$ cat src/rtl/dm_cache.sv
// Direct-mapped write-through cache, one word per line.
// Read-allocate, no-write-allocate; transparent to the CPU.
`ifndef ADDRWIDTH
`define ADDRWIDTH 16
`endif
`ifndef WORDWIDTH
`define WORDWIDTH 32
`endif
`ifndef IOSTATEWIDTH
`define IOSTATEWIDTH 2
`endif
`ifndef IDEL
`define IDEL 2'd0
`endif
`ifndef RD
`define RD 2'd1
`endif
`ifndef WT
`define WT 2'd2
`endif

module dm_cache #(
  parameter int INDEX_WIDTH = 3,
  parameter int TAG_WIDTH   = `ADDRWIDTH - INDEX_WIDTH,
  parameter int CNT_WIDTH   = 16
) (
  input  logic                     clk,
  input  logic                     reset,
  input  logic [`IOSTATEWIDTH-1:0] rwToMem,
  input  logic [`ADDRWIDTH-1:0]    addrToMem,
  input  logic [`WORDWIDTH-1:0]    dataToMem,
  output logic                     cacheEn,
  output logic [`WORDWIDTH-1:0]    dataFromMem,
  input  logic                     flush,
  output logic [`IOSTATEWIDTH-1:0] memRw,
  output logic [`ADDRWIDTH-1:0]    memAddr,
  output logic [`WORDWIDTH-1:0]    memDataOut,
  input  logic [`WORDWIDTH-1:0]    memDataIn,
  input  logic                     memReady,
  output logic [CNT_WIDTH-1:0]     hitCount,
  output logic [CNT_WIDTH-1:0]     missCount
);

  localparam int LINES = 1 << INDEX_WIDTH;

  typedef enum logic [1:0] {
    IDLE,
    MEMRD,
    MEMWT,
    DONE
  } state_t;

  state_t                  state;
  logic [LINES-1:0]        valid;
  logic [TAG_WIDTH-1:0]    tags  [LINES];
  logic [`WORDWIDTH-1:0]   lines [LINES];

  logic [INDEX_WIDTH-1:0]  idx;
  logic [TAG_WIDTH-1:0]    tag;
  logic                    hit;
  logic                    is_rd;
  logic                    is_wt;
  logic                    fill;
  logic                    wr_hit;
  logic                    line_we;
  logic [`WORDWIDTH-1:0]   line_wd;

  assign idx   = addrToMem[INDEX_WIDTH-1:0];
  assign tag   = addrToMem[`ADDRWIDTH-1 -: TAG_WIDTH];
  assign hit   = valid[idx] && (tags[idx] == tag);
  assign is_rd = (rwToMem == `RD);
  assign is_wt = (rwToMem == `WT);

  always_comb begin
    fill    = (state == MEMRD) && memReady;
    wr_hit  = (state == IDLE) && !flush && is_wt && hit;
    line_we = !reset && (fill || wr_hit);
    line_wd = fill ? memDataIn : dataToMem;
  end

  // Tag/data storage needs no reset; valid bits gate every use.
  always_ff @(posedge clk) begin
    if (line_we) begin
      tags[idx]  <= tag;
      lines[idx] <= line_wd;
    end
  end

  always_ff @(posedge clk) begin
    if (reset) begin
      state       <= IDLE;
      valid       <= '0;
      cacheEn     <= 1'b0;
      dataFromMem <= '0;
      memRw       <= `IDEL;
      memAddr     <= '0;
      memDataOut  <= '0;
      hitCount    <= '0;
      missCount   <= '0;
    end else begin
      case (state)
        IDLE: begin
          if (flush) begin
            valid <= '0;
          end else if (is_rd) begin
            if (hit) begin
              dataFromMem <= lines[idx];
              cacheEn     <= 1'b1;
              hitCount    <= hitCount + CNT_WIDTH'(1);
              state       <= DONE;
            end else begin
              memRw     <= `RD;
              memAddr   <= addrToMem;
              missCount <= missCount + CNT_WIDTH'(1);
              state     <= MEMRD;
            end
          end else if (is_wt) begin
            if (hit) hitCount <= hitCount + CNT_WIDTH'(1);
            else     missCount <= missCount + CNT_WIDTH'(1);
            memRw      <= `WT;
            memAddr    <= addrToMem;
            memDataOut <= dataToMem;
            state      <= MEMWT;
          end
        end
        MEMRD: begin
          if (memReady) begin
            valid[idx]  <= 1'b1;
            dataFromMem <= memDataIn;
            cacheEn     <= 1'b1;
            memRw       <= `IDEL;
            state       <= DONE;
          end
        end
        MEMWT: begin
          if (memReady) begin
            cacheEn <= 1'b1;
            memRw   <= `IDEL;
            state   <= DONE;
          end
        end
        DONE: begin
          cacheEn <= 1'b0;
          // Wait out the CPU's stale request from its ack cycle.
          if (rwToMem == `IDEL) state <= IDLE;
        end
        default: state <= IDLE;
      endcase
    end
  end

endmodule

$ cat config.mk
export PLATFORM = sky130hd
export DESIGN_NAME = dm_cache
export DESIGN_NICKNAME = d
export VERILOG_FILES = /design/src/rtl/dm_cache.sv
export SDC_FILE = /design/constraint.sdc
export NUM_CORES = 1
export LEC_CHECK = 0
export CAP_MARGIN = 40
export CORE_MARGIN = 1
export CORE_UTILIZATION = 30
export DETAILED_ROUTE_END_ITERATION = 8
export PLACE_DENSITY_LB_ADDON = 0.25
export SLEW_MARGIN = 5
export SYNTH_ARGS = -nofsm -noshare
export SYNTH_HDL_FRONTEND = slang
export SYNTH_SLANG_ARGS = --single-unit
$ cat constraint.sdc
create_clock -name clk -period 22.7 [get_ports clk]
set_clock_uncertainty 0.1 [all_clocks]
set_input_delay 4.54 -clock clk [delete_from_list [all_inputs] [get_ports clk]]
set_output_delay 4.54 -clock clk [all_outputs]
set_load 0.03 [all_outputs]
==> results.cfg, run 1 <==
[critical_path]
crit_fanout = 61
slowest_stage = buf_4
worstPathCellList = buf_4 -> buf_16 -> buf_4 -> mux4_2 -> mux2i_1 -> xor2_1 -> o2111ai_1 -> and4bb_1 -> nand4_1 -> a21o_1 -> nor3_2 -> buf_4
cp.required_ns = 22.83
critPathLaunchType = input pin
cpPeakStageDelay_ns = 0.77
cp.arrival_ns = 9.19
end_kind = flip-flop
critPathMostFrequentCell = buf_4
crit_type = in2reg

[sta]
fin_crit_ns = 9.060
tns_ns = 0
relSlewSlack = 0.3818
hold_violations = 0
rsz0062_at_grt = false
fin_ws_ns = 13.64
setup_viol = 0
max_freq_mhz = 110.4
drv_slew = 0
tightest_slew_ns = 0.9231
post-route-period-util = 0.3991

[clock_tree]
clock_sinks = 485
cts_buffers = 55
cts_buffer_depth = 3
cts_resized = 0
cts_root_buffer = clkbuf_16
clkTransAtPathRegs_ns = 0.06
cts_hold_buf = 0
htreeDepth = 2
cts_tree = built
cts_setup_buffers = 0
clk_latency_ns = 0.61

[routing]
ant_nets = 0
routedWlPerCell_um = 21.43
routed_via_density = 5.014
route.detailed.drc = 0
vias = 12785
detail_route.first_pass.iterations = 5
wl_um = 54640
drt-initial-drc-count = 1059

[finish]
syn2layout_area_growth_pct = 24.86
final_layout_size_suffix_gt1_frac = 0.1578
nNetsFinal = 1734
stdcell_count = 2550
num_antenna_cells = 0
fillers = 6225

[logic_synthesis]
synth_cell_types = 63
ys_warn_count = 0
netlist_area_um2 = 20030
ys_seq_area_frac = 0.6647
ys_seq_elements = 485
synth_edf_count = 360
synthArstFlopShare = 0
syn_area_per_cell_um2 = 13.87
syn-num-nets = 1538
syn_inst = 1444
synth_flop_cell = edfxtp_1

[global_route]
globalRouteTotalUtil = 0.1596
grt_pass1_vias = 12815
grt_antenna_before_repair = 0
grt-ovfl-total = 0
grt_max_degree = 90
grt_pass1_wl_um = 81430

[placed_design]
gp_congestion = 0.7699
dp.cells = 2447
hpwl_um = 34790
numPortBuffers = 200
dp_slack_ns = 12.98

[die]
fp.dieArea_um2 = 67800
rows = 94
coreArea_um2 = 65860
ioPinCount = 201
initial_core_util = 0.3041
die_x_um = 260.4
chipHeight_um = 260.4

[power]
ir_worst_vdd_v = 0.00005493
p_per_area_nw_per_um2 = 93.09
leakage_nw = 8.227

[outcome]
status = finished clean

[run]
cap_violations = 0

[min_path]
hp-class = reg2reg
[synthesized netlist by cell type, types with 6 or more instances]
master,instances,area [um^2]
edfxtp_1,360,10810
dfxtp_1,125,2502
nand2_1,125,469.2
a21oi_1,108,540.5
nor2_1,89,334.1
mux2i_1,73,730.7
mux2_2,67,754.5
nor2b_1,53,331.6
clkbuf_1,52,195.2
o21ai_0,50,250.2
mux4_2,40,900.9
o41ai_1,30,262.8
a221oi_1,25,219.0
buf_2,21,105.1
inv_1,20,75.07
a22oi_1,17,127.6
buf_1,17,63.81
nand4_1,17,106.4
nand3_1,15,75.07
and3_1,10,62.56
a22o_1,9,78.83
and2_1,8,50.05
ha_1,8,100.1
nor4_1,8,50.05
xor2_1,8,70.07
a211oi_1,6,45.04
a31o_2,6,52.55
a31oi_1,6,37.54
nor3_1,6,30.03
xnor2_1,6,52.55
[final timing paths]
kind                                                  start  cells after the start                     endpoint  slack [ns]
worst max-delay path                           addrToMem[1]                     12       lines[4][11]$_DFFE_PP_       13.64
worst min-delay path            memDataOut[10]$_SDFFE_PP0P_                      2  memDataOut[10]$_SDFFE_PP0P_        0.35
worst max register to register         tags[5][5]$_DFFE_PP_                      9       lines[4][11]$_DFFE_PP_       18.30
worst min register to register  memDataOut[10]$_SDFFE_PP0P_                      2  memDataOut[10]$_SDFFE_PP0P_        0.35
[final cells by class]
class	instances	area, um^2	share of cell area
Clock buffer	77	1551	0.06204
Clock inverter	26	309.0	0.01236
Inverter	20	75.07	0.003002
Multi-Input combinational cell	841	6300	0.2519
Sequential cell	485	13310	0.5323
Tap cell	864	1081	0.04323
Timing Repair Buffer	237	2379	0.09511
[per-layer routing]
layer,GRT usage,routed length [um],vias up
met5,0,0,-
met4,0.04711,1048,0
met3,0.02584,2735,67
met2,0.2645,26480,349
met1,0.2145,24370,6453
li1,-,-,5916
[state kept, by name, summed over array words and instances (netlist names)]
register / flops
hitCount: 16
state: 2
memAddr: 16
memDataOut: 32
lines: 256
valid: 8
cacheEn: 1
memRw: 2
missCount: 16
dataFromMem: 32
tags: 104
[power breakdown]
| part | switching [W] | total (W) | leakage [nW] | internal (W) |
|---|---|---|---|---|
| sequential | 0.0000190 | 0.00102 | 4.25 | 0.00100 |
| clock | 0.000364 | 0.000910 | 0.904 | 0.000546 |
| combinational | 0.000256 | 0.000397 | 3.07 | 0.000140 |
| total | 0.000639 | 0.00233 | 8.23 | 0.00169 |
[cell families after synthesis]
family / after synthesis / synth area share
AO/OA/AOI/OAI: 286 / 0.09346
XOR/XNOR: 14 / 0.006122
adder cells (fa/ha/maj): 8 / 0.004998
buffers and inverters: 118 / 0.02568
flip-flops: 485 / 0.6647
multiplexers: 182 / 0.1204
AND/OR/NAND/NOR: 351 / 0.08459
[cells in the final DEF (no fill, tap or decap), types with 8 or more instances in the layout]
master and n:
nand4_1 17, o21ai_0 50, nor2b_1 52, a22oi_1 17, nor2_1 88, a22o_1 9, nand3_1 15, dfxtp_1 125
clkbuf_1 15, mux2_2 67, clkbuf_16 57, mux2i_1 73, a221oi_1 25, a21oi_1 107, inv_1 20, buf_4 34
clkdlybuf4s50_1 196, o41ai_1 30, and3_1 10, xor2_1 8, and2_1 8, nand2_1 124, edfxtp_1 360, mux4_2 40
[worst max-delay path, delay by kind of cell]
kind                      cells  cell delay [ns]
and+or+nand+nor               3             1.28
AOI/OAI and AO/OA             2             0.52
xor gates and xnor gates      1             0.27
buffers and inverters         4             1.84
muxes                         2             0.59
[through the flow]
stage	area [um^2]	util	power, W	hold slack (ns)
final	25010	0.3797	0.002328	0.3547
after global routing	25010	0.3797	0.002418	0.3717
after CTS	25010	0.3797	0.002356	0.3567
after detailed placement	23150	0.3514	0.001438	0.3485
after global placement	22990	0.3491	0.001430	0.3421
after floorplan	20030	-	0.001274	0.3315
(Power assumes the default switching activity.)
==> run 2, diff against run 1 <==
clock period = 7.7 ns   (was 22.7 ns; I/O delays follow)
==> results.cfg, run 2 (synthesis results as in run 1) <==
[critical_path]
crit_buf_inv = 3
cp.required_ns = 7.84
reg2reg_to = lines[3][29]$_DFFE_PP_
end_kind = flip-flop
reg2reg_from = tags[7][0]$_DFFE_PP_
critPathTopFamily = buffers and inverters
crit_type = in2reg
endpoint = lines[3][29]$_DFFE_PP_
crit_start = addrToMem[1]
r2r_slack_ns = 3.73
cpPeakStageDelay_ns = 0.71
slowest_stage = and4bb_1
cp.arrival_ns = 5.61
critPathMostFrequentCell = buf_4
r2r_cells = 9
crit_fanout = 48
cp.depth = 11
critPathLaunchType = input pin
worstPathCellList = buf_4 -> buf_4 -> mux4_2 -> mux2i_1 -> xor2_1 -> o2111ai_1 -> and4bb_1 -> nand4_1 -> a21o_1 -> nor4_2 -> buf_4

[sta]
post-route-period-util = 0.7109
hold_violations = 0
rsz0062_at_grt = false
max_freq_mhz = 182.7
fin_ws_ns = 2.226
drv_slew = 0
tightest_slew_ns = 0.9137
fin_crit_ns = 5.474
holdWs_ns = 0.3525
setup_viol = 0
relSlewSlack = 0.3909

[finish]
max_flop_register = lines
final_cell_mix = edfxtp_1 (360), clkdlybuf4s50_1 (196), dfxtp_1 (125)
top_regs = lines: 256 flops, tags: 104 flops
final_layout_size_suffix_gt1_frac = 0.1591
num_antenna_cells = 0
syn2layout_area_growth_pct = 24.70
largest_reg_flops = 256
layout_commonest_cell = edfxtp_1
nNetsFinal = 1734

[min_path]
hp-class = reg2reg

[global_route]
globalRouteTotalUtil = 0.1597
grt_pass1_wl_um = 81510
grt_pass1_vias = 12975
grt_antenna_before_repair = 1
grt_max_degree = 98
grt-ovfl-total = 0

[routing]
detail_route.first_pass.iterations = 4
routed_via_density = 5.009
route.detailed.drc = 0
ant_nets = 0
wl_um = 54540
drt-initial-drc-count = 910
vias = 12769
routedWlPerCell_um = 21.40

[outcome]
status = finished clean

[placed_design]
dp_slack_ns = 1.581
gp_congestion = 0.7633
numPortBuffers = 200
hpwl_um = 34660

[clock_tree]
cts_root_buffer = clkbuf_16
clkTransAtPathRegs_ns = 0.06
cts_setup_buffers = 0
htreeDepth = 2
cts_resized = 0
cts_hold_buf = 0
clock_sinks = 485
cts_buffers = 54
cts_tree = built
cts_buffer_depth = 3
clk_latency_ns = 0.61

[die]
ioPinCount = 201
chipHeight_um = 260.4
coreArea_um2 = 65860
rows = 94
initial_core_util = 0.3041
die_x_um = 260.4
fp.dieArea_um2 = 67800

[power]
ir_worst_vdd_v = 0.0001434
p_per_area_nw_per_um2 = 276.6
leakage_nw = 8.202

[run]
cap_violations = 0
## run 2: worst register-to-register path, delay by kind of cell, from the launching register on
family	cells	cell delay (ns)
and+or+nand+nor	3	1.15
buffers and inverters	1	0.52
muxes	2	0.64
DFF	1	0.38
xor gates and xnor gates	1	0.28
AOI/OAI and AO/OA	2	0.52
## run 2: how the worst min path moves through the flow
stage,startpoint,endpoint,slack (ns),cells after the start
6_report,memDataOut[3]$_SDFFE_PP0P_,memDataOut[3]$_SDFFE_PP0P_,0.35,2
5_1_grt,memDataOut[3]$_SDFFE_PP0P_,memDataOut[3]$_SDFFE_PP0P_,0.37,2
4_1_cts,memDataOut[3]$_SDFFE_PP0P_,memDataOut[3]$_SDFFE_PP0P_,0.35,2
3_5_place_dp,memDataOut[3]$_SDFFE_PP0P_,memDataOut[3]$_SDFFE_PP0P_,0.35,2
3_3_place_gp,memDataOut[3]$_SDFFE_PP0P_,memDataOut[3]$_SDFFE_PP0P_,0.34,2
2_1_floorplan,valid[4]$_SDFFE_PP0P_,valid[4]$_SDFFE_PP0P_,0.33,2
## run 2: layer usage
metal	vias up	GRT usage	part of all wire
met3	60	0.02787	0.051
met1	6474	0.2060	0.44
met5	-	0	0
met2	324	0.2736	0.49
met4	0	0.04597	0.019
li1	5911	-	-
## run 2: power by group
part	internal, W	leakage (nW)	total, W	switching (W)
clock network	0.00167	0.902	0.00274	0.00107
registers	0.00295	4.25	0.00301	0.0000558
logic	0.000409	3.05	0.00116	0.000748
total	0.00503	8.20	0.00691	0.00188
## run 2: layout make-up
class	instances	area, um^2
tap	864	1081
sequential	485	13310
clock inverter	35	452.9
fill	6278	40890
inverter	20	75.07
timing repair buffer	238	2318
clock buffer	66	1438
multi-input combinational	841	6297
## run 2: metrics by stage
step                setup TNS, ns  total power (W)  cells  utilization  cell area [um^2]
floorplan                 -242.37         0.003755   1444            -             20030
global placement                0         0.004217   2445       0.3496             23020
detailed placement              0         0.004235   2448       0.3505             23080
CTS                             0         0.006993   2549       0.3792             24980
global route                    0         0.007172   2549       0.3792             24980
finish                          0         0.006907   2549       0.3792             24980
